==> config.mk <==
export PLATFORM = sky130hd
export DESIGN_NAME = input_event_stamper_flat
export DESIGN_NICKNAME = d
export VERILOG_FILES = /design/src/rtl/input_event_pkg.sv /design/src/rtl/input_event_stamper_if.sv /design/src/rtl/sync_fifo.sv /design/src/rtl/input_event_stamper.sv /design/src/flat_wrapper.sv
export SDC_FILE = /design/constraint.sdc
export NUM_CORES = 1
export LEC_CHECK = 0
export BUFFER_PORTS_ARGS = -buffer_cell sky130_fd_sc_hd__buf_2
export CAP_MARGIN = 5
export CORE_ASPECT_RATIO = 1.25
export CORE_MARGIN = 4
export CORE_UTILIZATION = 60
export CTS_CLUSTER_SIZE = 20
export DETAILED_ROUTE_END_ITERATION = 10
export HOLD_SLACK_MARGIN = 0.1
export PLACE_DENSITY = 0.76
export SYNTH_ARGS = -nofsm -noshare
export SYNTH_HDL_FRONTEND = slang
export SYNTH_SLANG_ARGS = --single-unit
==> constraint.sdc <==
create_clock -name clk -period 13.8 [get_ports clk]
set_input_delay 0 -clock clk [delete_from_list [all_inputs] [get_ports clk]]
set_output_delay 0 -clock clk [all_outputs]
set_load 0.01 [all_outputs]
==> src/rtl/input_event_pkg.sv <==
// Shared register map, bit positions and the queued event record for the
// input event stamper.
package input_event_pkg;

  localparam int MAX_CH = 7;

  localparam logic [2:0] REG_STATUS = 3'd0;
  localparam logic [2:0] REG_CTRL   = 3'd1;
  localparam logic [2:0] REG_POP    = 3'd2;
  localparam logic [2:0] REG_TS_HI  = 3'd3;
  localparam logic [2:0] REG_TS_LO  = 3'd4;
  localparam logic [2:0] REG_NOW_HI = 3'd5;
  localparam logic [2:0] REG_NOW_LO = 3'd6;

  localparam int CTRL_IRQ_EN   = 15;
  localparam int CTRL_CLR      = 14;
  localparam int CTRL_FALL_LSB = 7;
  localparam int CTRL_RISE_LSB = 0;

  localparam int STAT_OVF     = 15;
  localparam int STAT_FULL    = 14;
  localparam int STAT_EMPTY   = 13;
  localparam int STAT_CNT_LSB = 8;

  typedef struct packed {
    logic [MAX_CH-1:0] rise;
    logic [MAX_CH-1:0] fall;
    logic [31:0]       stamp;
  } event_t;

  // STATUS only has five bits for the occupancy, so larger depths pin at 31.
  function automatic logic [4:0] sat_count5(input logic [31:0] n);
    return (n > 32'd31) ? 5'd31 : n[4:0];
  endfunction

endpackage

==> src/rtl/input_event_stamper_if.sv <==
// Word-wide 68000-side bus into the event stamper's register file.
interface input_event_stamper_if;
  logic        sel;
  logic        rd;
  logic [1:0]  wr;
  logic [2:0]  address;
  logic [15:0] din;
  logic [15:0] dout;

  modport master (output sel, rd, wr, address, din, input dout);
  modport slave  (input sel, rd, wr, address, din, output dout);
endinterface

==> src/rtl/sync_fifo.sv <==
// Single-clock FIFO with a registered occupancy count; a pop frees a slot
// for a push on the same edge when full.
module sync_fifo #(
  parameter int WIDTH = 8,
  parameter int DEPTH = 16,
  localparam int AW = $clog2(DEPTH),
  localparam int CW = AW + 1
) (
  input  logic             clk,
  input  logic             rst_n,
  input  logic             push_i,
  input  logic [WIDTH-1:0] wdata_i,
  input  logic             pop_i,
  output logic [WIDTH-1:0] rdata_o,
  output logic             full_o,
  output logic             empty_o,
  output logic [CW-1:0]    count_o
);

  logic [WIDTH-1:0] mem_q [DEPTH];
  logic [AW-1:0]    wptr_q, rptr_q;
  logic [CW-1:0]    count_q;
  logic             pop_ok, push_ok;

  assign empty_o = (count_q == '0);
  assign full_o  = (count_q == CW'(DEPTH));
  assign pop_ok  = pop_i & ~empty_o;
  assign push_ok = push_i & (~full_o | pop_ok);
  assign rdata_o = mem_q[rptr_q];
  assign count_o = count_q;

  // NOTE: storage is not reset; the pointers and count alone decide what is valid.
  always_ff @(posedge clk) begin
    if (push_ok) mem_q[wptr_q] <= wdata_i;
  end

  always_ff @(posedge clk or negedge rst_n) begin
    if (!rst_n) begin
      wptr_q  <= '0;
      rptr_q  <= '0;
      count_q <= '0;
    end else begin
      if (push_ok) wptr_q <= wptr_q + AW'(1);
      if (pop_ok)  rptr_q <= rptr_q + AW'(1);
      count_q <= count_q + CW'(push_ok) - CW'(pop_ok);
    end
  end

endmodule

==> src/rtl/input_event_stamper.sv <==
// Timestamps synchronised edges on the user input pins against a free-running
// cycle counter and queues them for the CPU to drain through a register window.
module input_event_stamper
  import input_event_pkg::*;
#(
  parameter int CHANNELS = 7,
  parameter int DEPTH    = 16,
  parameter int DROP_W   = 8
) (
  input  logic                 clk,
  input  logic                 reset_n,
  input  logic [CHANNELS-1:0]  pins,
  input_event_stamper_if.slave bus,
  output logic                 irq
);

  localparam int CW = $clog2(DEPTH) + 1;
  localparam logic [MAX_CH-1:0] CH_MASK = MAX_CH'((1 << CHANNELS) - 1);

  logic [31:0]       counter_q;
  logic [MAX_CH-1:0] sync1_q, sync2_q, hist_q;
  logic [MAX_CH-1:0] ev_rise_q, ev_fall_q;
  logic [MAX_CH-1:0] rise_en_q, fall_en_q;
  logic              irq_en_q, irq_q;
  logic              overflow_q, overflow_d;
  logic [DROP_W-1:0] dropped_q, dropped_d;
  logic [31:0]       hold_stamp_q;
  logic [15:0]       now_lo_q;

  logic [MAX_CH-1:0] pins_w, rise_det, fall_det;
  logic              ev_valid, rd_stb, ctrl_wr, pop_req, now_rd, clear, drop;
  logic              fifo_full, fifo_empty;
  logic [CW-1:0]     fifo_count;
  event_t            push_ev, head_ev;

  assign pins_w   = MAX_CH'(pins);
  assign rise_det = sync2_q & ~hist_q & rise_en_q;
  assign fall_det = ~sync2_q & hist_q & fall_en_q;
  assign ev_valid = |{ev_rise_q, ev_fall_q};
  // The stamp is the counter value in the cycle the registered edge is presented.
  assign push_ev  = '{rise: ev_rise_q, fall: ev_fall_q, stamp: counter_q};

  assign rd_stb  = bus.sel & bus.rd;
  assign ctrl_wr = bus.sel & (bus.address == REG_CTRL);
  assign pop_req = rd_stb & (bus.address == REG_POP) & ~fifo_empty;
  assign now_rd  = rd_stb & (bus.address == REG_NOW_HI);
  assign clear   = ctrl_wr & bus.wr[1] & bus.din[CTRL_CLR];
  assign drop    = ev_valid & fifo_full & ~pop_req;

  sync_fifo #(
    .WIDTH ($bits(event_t)),
    .DEPTH (DEPTH)
  ) u_fifo (
    .clk     (clk),
    .rst_n   (reset_n),
    .push_i  (ev_valid),
    .wdata_i (push_ev),
    .pop_i   (pop_req),
    .rdata_o (head_ev),
    .full_o  (fifo_full),
    .empty_o (fifo_empty),
    .count_o (fifo_count)
  );

  // NOTE: every output of a combinational block gets a default first so no latch is inferred.
  always_comb begin
    overflow_d = clear ? 1'b0 : overflow_q;
    dropped_d  = clear ? '0 : dropped_q;
    if (drop) begin
      overflow_d = 1'b1;
      if (~&dropped_d) dropped_d = dropped_d + DROP_W'(1);
    end
  end

  // NOTE: sequential state uses non-blocking assignments so every flop samples pre-edge values.
  always_ff @(posedge clk or negedge reset_n) begin
    if (!reset_n) begin
      counter_q    <= '0;
      sync1_q      <= '0;
      sync2_q      <= '0;
      hist_q       <= '0;
      ev_rise_q    <= '0;
      ev_fall_q    <= '0;
      irq_q        <= 1'b0;
      overflow_q   <= 1'b0;
      dropped_q    <= '0;
      hold_stamp_q <= '0;
      now_lo_q     <= '0;
    end else begin
      counter_q  <= counter_q + 32'd1;
      sync1_q    <= pins_w;
      sync2_q    <= sync1_q;
      hist_q     <= sync2_q;
      ev_rise_q  <= rise_det;
      ev_fall_q  <= fall_det;
      irq_q      <= irq_en_q & ~fifo_empty;
      overflow_q <= overflow_d;
      dropped_q  <= dropped_d;
      if (pop_req) hold_stamp_q <= head_ev.stamp;
      if (now_rd)  now_lo_q     <= counter_q[15:0];
    end
  end

  // fall_en straddles the byte lanes: bits [6:1] sit in the upper byte, bit 0 in the lower.
  always_ff @(posedge clk or negedge reset_n) begin
    if (!reset_n) begin
      irq_en_q  <= 1'b0;
      rise_en_q <= '0;
      fall_en_q <= '0;
    end else if (ctrl_wr) begin
      if (bus.wr[1]) begin
        irq_en_q       <= bus.din[CTRL_IRQ_EN];
        fall_en_q[6:1] <= bus.din[13:8] & CH_MASK[6:1];
      end
      if (bus.wr[0]) begin
        fall_en_q[0] <= bus.din[CTRL_FALL_LSB] & CH_MASK[0];
        rise_en_q    <= bus.din[CTRL_RISE_LSB +: MAX_CH] & CH_MASK;
      end
    end
  end

  always_comb begin
    bus.dout = '0;
    case (bus.address)
      REG_STATUS: bus.dout = {overflow_q, fifo_full, fifo_empty,
                              sat_count5(32'(fifo_count)), 8'(dropped_q)};
      REG_CTRL:   bus.dout = {irq_en_q, 1'b0, fall_en_q, rise_en_q};
      REG_POP:    bus.dout = fifo_empty ? 16'h0000
                                        : {1'b1, head_ev.fall, 1'b0, head_ev.rise};
      REG_TS_HI:  bus.dout = hold_stamp_q[31:16];
      REG_TS_LO:  bus.dout = hold_stamp_q[15:0];
      REG_NOW_HI: bus.dout = counter_q[31:16];
      REG_NOW_LO: bus.dout = now_lo_q;
      default:    bus.dout = '0;
    endcase
  end

  assign irq = irq_q;

endmodule
==> src/flat_wrapper.sv <==
// flat-port wrapper written by rule: the top's interface ports become plain ports
module input_event_stamper_flat import input_event_pkg::*;
#(
  parameter int CHANNELS = 7,
  parameter int DEPTH    = 16,
  parameter int DROP_W   = 8
)
  (clk, reset_n, pins, irq, bus_sel, bus_rd, bus_wr, bus_address, bus_din, bus_dout);
  input_event_stamper_if bus_i ();
  input  logic clk;
  input  logic reset_n;
  input  logic [CHANNELS-1:0] pins;
  output logic irq;
  input wire logic [$bits(bus_i.sel)-1:0] bus_sel;
  input wire logic [$bits(bus_i.rd)-1:0] bus_rd;
  input wire logic [$bits(bus_i.wr)-1:0] bus_wr;
  input wire logic [$bits(bus_i.address)-1:0] bus_address;
  input wire logic [$bits(bus_i.din)-1:0] bus_din;
  output wire logic [$bits(bus_i.dout)-1:0] bus_dout;
  assign bus_i.sel = bus_sel;
  assign bus_i.rd = bus_rd;
  assign bus_i.wr = bus_wr;
  assign bus_i.address = bus_address;
  assign bus_i.din = bus_din;
  assign bus_dout = bus_i.dout;
  input_event_stamper #(.CHANNELS(CHANNELS), .DEPTH(DEPTH), .DROP_W(DROP_W)) u_core (.clk(clk), .reset_n(reset_n), .pins(pins), .bus(bus_i), .irq(irq));
endmodule
=== Word level (Yosys, flattened, before mapping) ===
Memories as Yosys holds them, arrays and structs flattened.
Cells that the tools add are included.

* Memory bits (writable): 736
* Output and inout bits: 17
* Flip-flop bits (word level): 153
* Memories: 1

* Equality and inequality tests: 7
* Add/subtract/negate cells: 6
* Reduce and logical (&&, ||, !) cells: 7
* Mux-type cells: 9
* Bitwise operators: 22

{| class="wikitable"
|+ Memories
! name !! words !! width !! rd ports !! clocked after Yosys merged registers in !! wr ports !! line !! source
|-
| u_core.u_fifo.mem_q || 16 || 46 || 1 || 0 || 1 || sync_fifo.sv:20 || <nowiki>logic [WIDTH-1:0] mem_q [DEPTH];</nowiki>
|}

{| class="wikitable"
|+ Operator list
! cell !! number
|-
| case mux 16 bit (7 select lines) || 1
|-
| adder 32 x 1 -> 32 bit, second input constant || 1
|-
| bitwise AND 7 bit || 4
|-
| 2-to-1 mux 8 bit || 3
|-
| 2-to-1 mux 16 bit || 1
|-
| NOT 7 bit || 2
|-
| OR reduction 14 bit || 1
|-
| bitwise AND 1 bit || 12
|-
| equality test 3 bit, second input constant || 3
|-
| adder 4 x 1 -> 4 bit, second input constant || 2
|-
| adder 8 x 1 -> 8 bit, second input constant || 1
|-
| AND reduction 8 bit || 1
|-
| equality test 3 x 2 -> 1 bit, second input constant || 2
|-
| adder 5 x 1 -> 5 bit || 1
|-
| equality test 5 bit, second input constant || 1
|-
| zero test 5 bit || 1
|-
| subtractor 5 x 1 -> 5 bit || 1
|-
| 2-to-1 mux 1 bit || 4
|-
| AND reduction 2 bit || 2
|-
| equality test 3 x 1 -> 1 bit, second input constant || 1
|-
| zero test 3 bit || 1
|-
| NOT 1 bit || 3
|-
| nonzero test 2 bit || 1
|-
| bitwise OR 1 bit || 1
|}

=== Depth between registers and ports, before layout ===
* Word-level depth: 8
* Gate-level depth with buffers: 14

=== Modules after synthesis ===
From an unflattened synthesis, not the netlist that was laid out.

* Cells, all modules: 1,951
* Area, all modules: 35,024.8 um2

{| class="wikitable"
|+ Modules (own cells, without submodules)
! module !! times used !! area an instance (um2) !! cells each !! sequential area each (um2)
|-
| sync_fifo || 1 || 28,861.4 || 1,406 || 22,426.5
|-
| input_event_stamper || 1 || 6,163.4 || 545 || 3,503.4
|}

=== Worst setup path before layout ===
No wires, ideal clock.

* Path type: reg-to-reg
* Start: register u_core.ev_fall_q[4]
* End: memory u_core.u_fifo.mem_q[3][0] (netlist bit) (enable)
* Data arrival time: 4.402 ns
* Path buffers: 1
* Cell stages (with the launch flop): 6
* Path slack: 8.892 ns
* Cells stage by stage: dfrtp_1 nor4_1 nand4_1 clkbuf_1 nand3_1 nor3_1

* Longest elaborated chain between the ends: 4

{| class="wikitable"
|+ RTL lines
! what !! line !! source
|-
| start: declaration || input_event_stamper.sv:22 || <nowiki>logic [MAX_CH-1:0] ev_rise_q, ev_fall_q;</nowiki>
|-
| start signal: assignment || input_event_stamper.sv:95 || <nowiki>ev_fall_q <= fall_det;</nowiki>
|-
| OR reduction 14 bit || input_event_stamper.sv:39 || <nowiki>assign ev_valid = |{ev_rise_q, ev_fall_q};</nowiki>
|-
| bitwise AND 1 bit || sync_fifo.sv:28 || <nowiki>assign push_ok = push_i & (~full_o | pop_ok);</nowiki>
|-
| 2-to-1 mux 1 bit || sync_fifo.sv:34 || <nowiki>if (push_ok) mem_q[wptr_q] <= wdata_i;</nowiki>
|-
| 2-to-1 mux 1 bit (implied by the code) || sync_fifo.sv:34 ||
|-
| end: declaration || sync_fifo.sv:20 ||
|}

No other way between the ends.

=== Final worst setup path ===
* Start: register u_core.u_fifo.rptr_q[2]
* End: register u_core.hold_stamp_q[9]

* Longest elaborated chain between the ends: 1

{| class="wikitable"
|+ RTL lines
! what !! line !! source
|-
| start: declaration || sync_fifo.sv:21 || <nowiki>logic [AW-1:0] wptr_q, rptr_q;</nowiki>
|-
| start signal: assignment || sync_fifo.sv:44 || <nowiki>if (pop_ok) rptr_q <= rptr_q + AW'(1);</nowiki>
|-
| memory (16 x 46 bit) || -- ||
|-
| end signal: assignment || input_event_stamper.sv:99 || <nowiki>if (pop_req) hold_stamp_q <= head_ev.stamp;</nowiki>
|-
| end: declaration || input_event_stamper.sv:27 || <nowiki>logic [31:0] hold_stamp_q;</nowiki>
|}

No other way between the ends.
A chain may end at the register's enable or synchronous reset.

==> metrics <==
synthesized netlist cell count=1876; Core Rows=98; Cell Area, Synth=0.0351 mm²; EDFF count, synth=736; type of the tightest min-delay check=in -> reg; area of the core=0.0575 mm²; VDD IR max=0.134 mV; clk_skew=0.0226 ns; CP top delay family=buffers and inverters; list of most frequent post-synthesis cells=edfxtp_1, dfrtp_1, mux4_2; final worst slack=9.92 ns; synthesis-to-finish area growth=11.7%; # Max-Cap Violations=0; xor and xnor fraction of the mapped netlist area=0.998%; Synth Area per Inst=18.7 µm²; total number of H-tree levels=3; crit-path max cell delay=0.87 ns; sequential cell area fraction in the yosys report=73.9%; post-synthesis simple-gate area fraction=4.51%; cells taking the most area after synthesis=edfxtp_1, dfrtp_1, mux4_2, mux2i_1, mux2_2; deepest clock path buffer count=3; vias in the first global route=18897; Synthesis Warnings=0; library cells used by synthesis=63; Critical Path Fanout Max=77; Core Util, Final=68.2%; relative slew slack=12.1%; cell taking the most area after synthesis=edfxtp_1; Worst Path Required=14.36 ns; worst path cell trace=buf_4 -> buf_4 -> mux2i_1 -> mux4_2 -> a311oi_1 -> a21o_1; Pleak=13.6 nW; Tot GR Track Use=26.8%; DIE WIDTH=224 µm; Net Count, Synth=1921; hold depth=3; FF-to-FF Start=u_core.u_fifo.rptr_q[2]; Remaining DRCs=0; final instance area=0.0392 mm²; R2R depth=6; unrepaired setup endpoints after global routing=false; Die ar.=0.0625 mm²; most common flop cell mapped by yosys=edfxtp_1; number of port buffers=48; CTS root buffer=clkbuf_16; Slew @ Worst Pin=1.31 ns; final hold vios=0; initial DRC count=2220; Synth async-reset ratio=17.2%; antenna viol nets, final=0; flops & latches, synth=889; Post-Route WL=83100 µm; crit share post-route=28.1%; Worst setup SP type=register; Hold Path Origin=bus_wr[0]; Synth Area in Compound Gates=4.52%; hold endpoint=u_core.fall_en_q[0]; Placed Area=0.0362 mm²; Worst EP arrival=4.44 ns; Vias=18489; slowest stage cell, crit path=buf_4; total power density per cell area=186 mW/mm²; Resized Gates After CTS=0; Final Net Count=2021; routability cong.=0.890; Crit Path Class=reg -> reg; Max Slew Vio Count=0; routed len/inst=29.7 µm; R2R Path End=u_core.hold_stamp_q[9]; CTS sink count=889; most common cell in the synthesized netlist=edfxtp_1; chip height=278 µm; setup TNS=0 ns; Yosys top cell area share=63.0%; cts hold-fix bufs=38; CTS Buf Count=81; status=finished, final reports clean; drt pass-1 iters=5; # setup viols final=0; num ports=49; worst skew pair latency=0.63 ns; adder-cell share of the synthesized area=0.485%; Placed Cells=2605; layout cell share with drive strength beyond 1=21.7%; clk slew on worst S/H paths=0.06 ns; largest net degree at the start of global routing=101; hpwl dp=47200 µm; gr ovfl total=0; CP bufs+invs=2; initial antenna violation count=2; Final Non-Filler Cells=2795; Crit. End Element=register; DR vias/cell=6.62; DP Worst Slack=9.96 ns; Starting Density=61.0%; TritonCTS clock tree=done; Setup Buffers After CTS=0; critical path's most frequent cell=buf_4; fmax=258 MHz; mux contribution to synthesized area=13.9%; largest family of logic cells by synthesized area=multiplexers; min cycle time layout=3.88 ns; Inserted Diodes=0; first-pass GRT wire length=123000 µm; R2R setup slack=9.92 ns
[worst max-delay path by stage]
stage / slack, ns / startpoint / depth (start not counted) / end
after detailed placement: 9.96 / bus_address[1] / 6 / u_core.u_fifo.mem_q[7][19]
after floorplan: 8.89 / u_core.ev_fall_q[4] / 5 / u_core.u_fifo.mem_q[3][0]
after global routing: 9.66 / u_core.u_fifo.rptr_q[2] / 6 / u_core.hold_stamp_q[9]
after global placement: 10.04 / bus_address[1] / 6 / u_core.u_fifo.mem_q[12][19]
after CTS: 9.89 / u_core.u_fifo.rptr_q[0] / 5 / bus_dout[14]
final: 9.92 / u_core.u_fifo.rptr_q[2] / 6 / u_core.hold_stamp_q[9]
[state kept, by name (all words and copies together), names as in the netlist, 7 cells and up]
signal and cells:
u_core.u_fifo.mem_q 736, u_core.ev_fall_q 7, u_core.dropped_q 8, u_core.sync1_q 7
u_core.counter_q 32, u_core.fall_en_q 7, u_core.now_lo_q 16, u_core.sync2_q 7
u_core.hist_q 7, u_core.rise_en_q 7, u_core.ev_rise_q 7, u_core.hold_stamp_q 32
[cell families (layout without fill, tap and decap cells)]
family	Yosys count	in the layout
and+or+nand+nor	297	297
DFF	889	889
adders and majority gates	13	13
AOI/OAI and AO/OA	213	213
buffers and inverters	129	298
xor gates and xnor gates	40	40
muxes	295	295
[worst reg2reg max path, stage by stage (launching register included)]
cell	delay, ns
dfrtp_4	0.74
buf_4	0.87
buf_4	0.88
mux2i_1	0.38
mux4_2	0.54
a311oi_1	0.28
a21o_1	0.12
[routing by layer]
metal | vias to the layer above | track usage (%) | share of wire, %
met5 | - | 0 | 0.026
met4 | 4 | 11.3 | 4.3
met3 | 205 | 5.99 | 8.5
met2 | 894 | 43.8 | 50
met1 | 9656 | 35.4 | 37
li1 | 7730 | - | -
[where the power goes]
group	switching (mW)	internal (mW)	total (mW)
Combinational	0.867	0.682	1.55
Sequential	0.244	3.30	3.54
Clock	0.955	1.24	2.20
[cells in the final DEF, fill, tap and decap left out, drive strengths merged, types with 4 or more instances in the layout]
master,synthesis,routed
nand2,60,60
ha,12,12
nand4,15,15
nor3,21,21
mux2,50,50
and3b,7,7
dlygate4sd3,0,37
edfxtp,736,736
clkinv,0,28
a211o,4,4
dfrtp,153,153
and3,5,5
a21o,20,20
a311oi,20,20
a21oi,12,12
o21ai,31,31
a221oi,4,4
and2,4,4
bufinv,0,6
nor2,48,48
buf,64,87
and4,6,6
o221ai,8,8
xor2,16,16
nand2b,63,63
clkbuf,43,111
nand3,38,38
a22oi,43,43
mux4,148,148
xnor2,24,24
nor4,7,7
a22o,4,4
a32o,6,6
inv,22,26
o22ai,32,32
a311o,9,9
or2,4,4
a211oi,5,5
mux2i,97,97
nor2b,7,7
[metrics by stage]
step	hold slack, ns	total power [mW]
after floorplan	-0.296	4.62
after global placement	0.0345	5.08
after detailed placement	0.0341	5.13
after CTS	0.113	7.33
after global routing	0.137	7.57
final	0.139	7.29
[area by class of cell]
cell class	count	area (µm²)
clock buffers	111	2210
repair buffers	124	942
flip-flops and latches	889	25900
fillers	3541	18300
well taps	750	938
multi-input cells	858	8690
clock inverters	41	397
inverters	22	82.6
No activity file was read; power rests on OpenSTA's default activity.
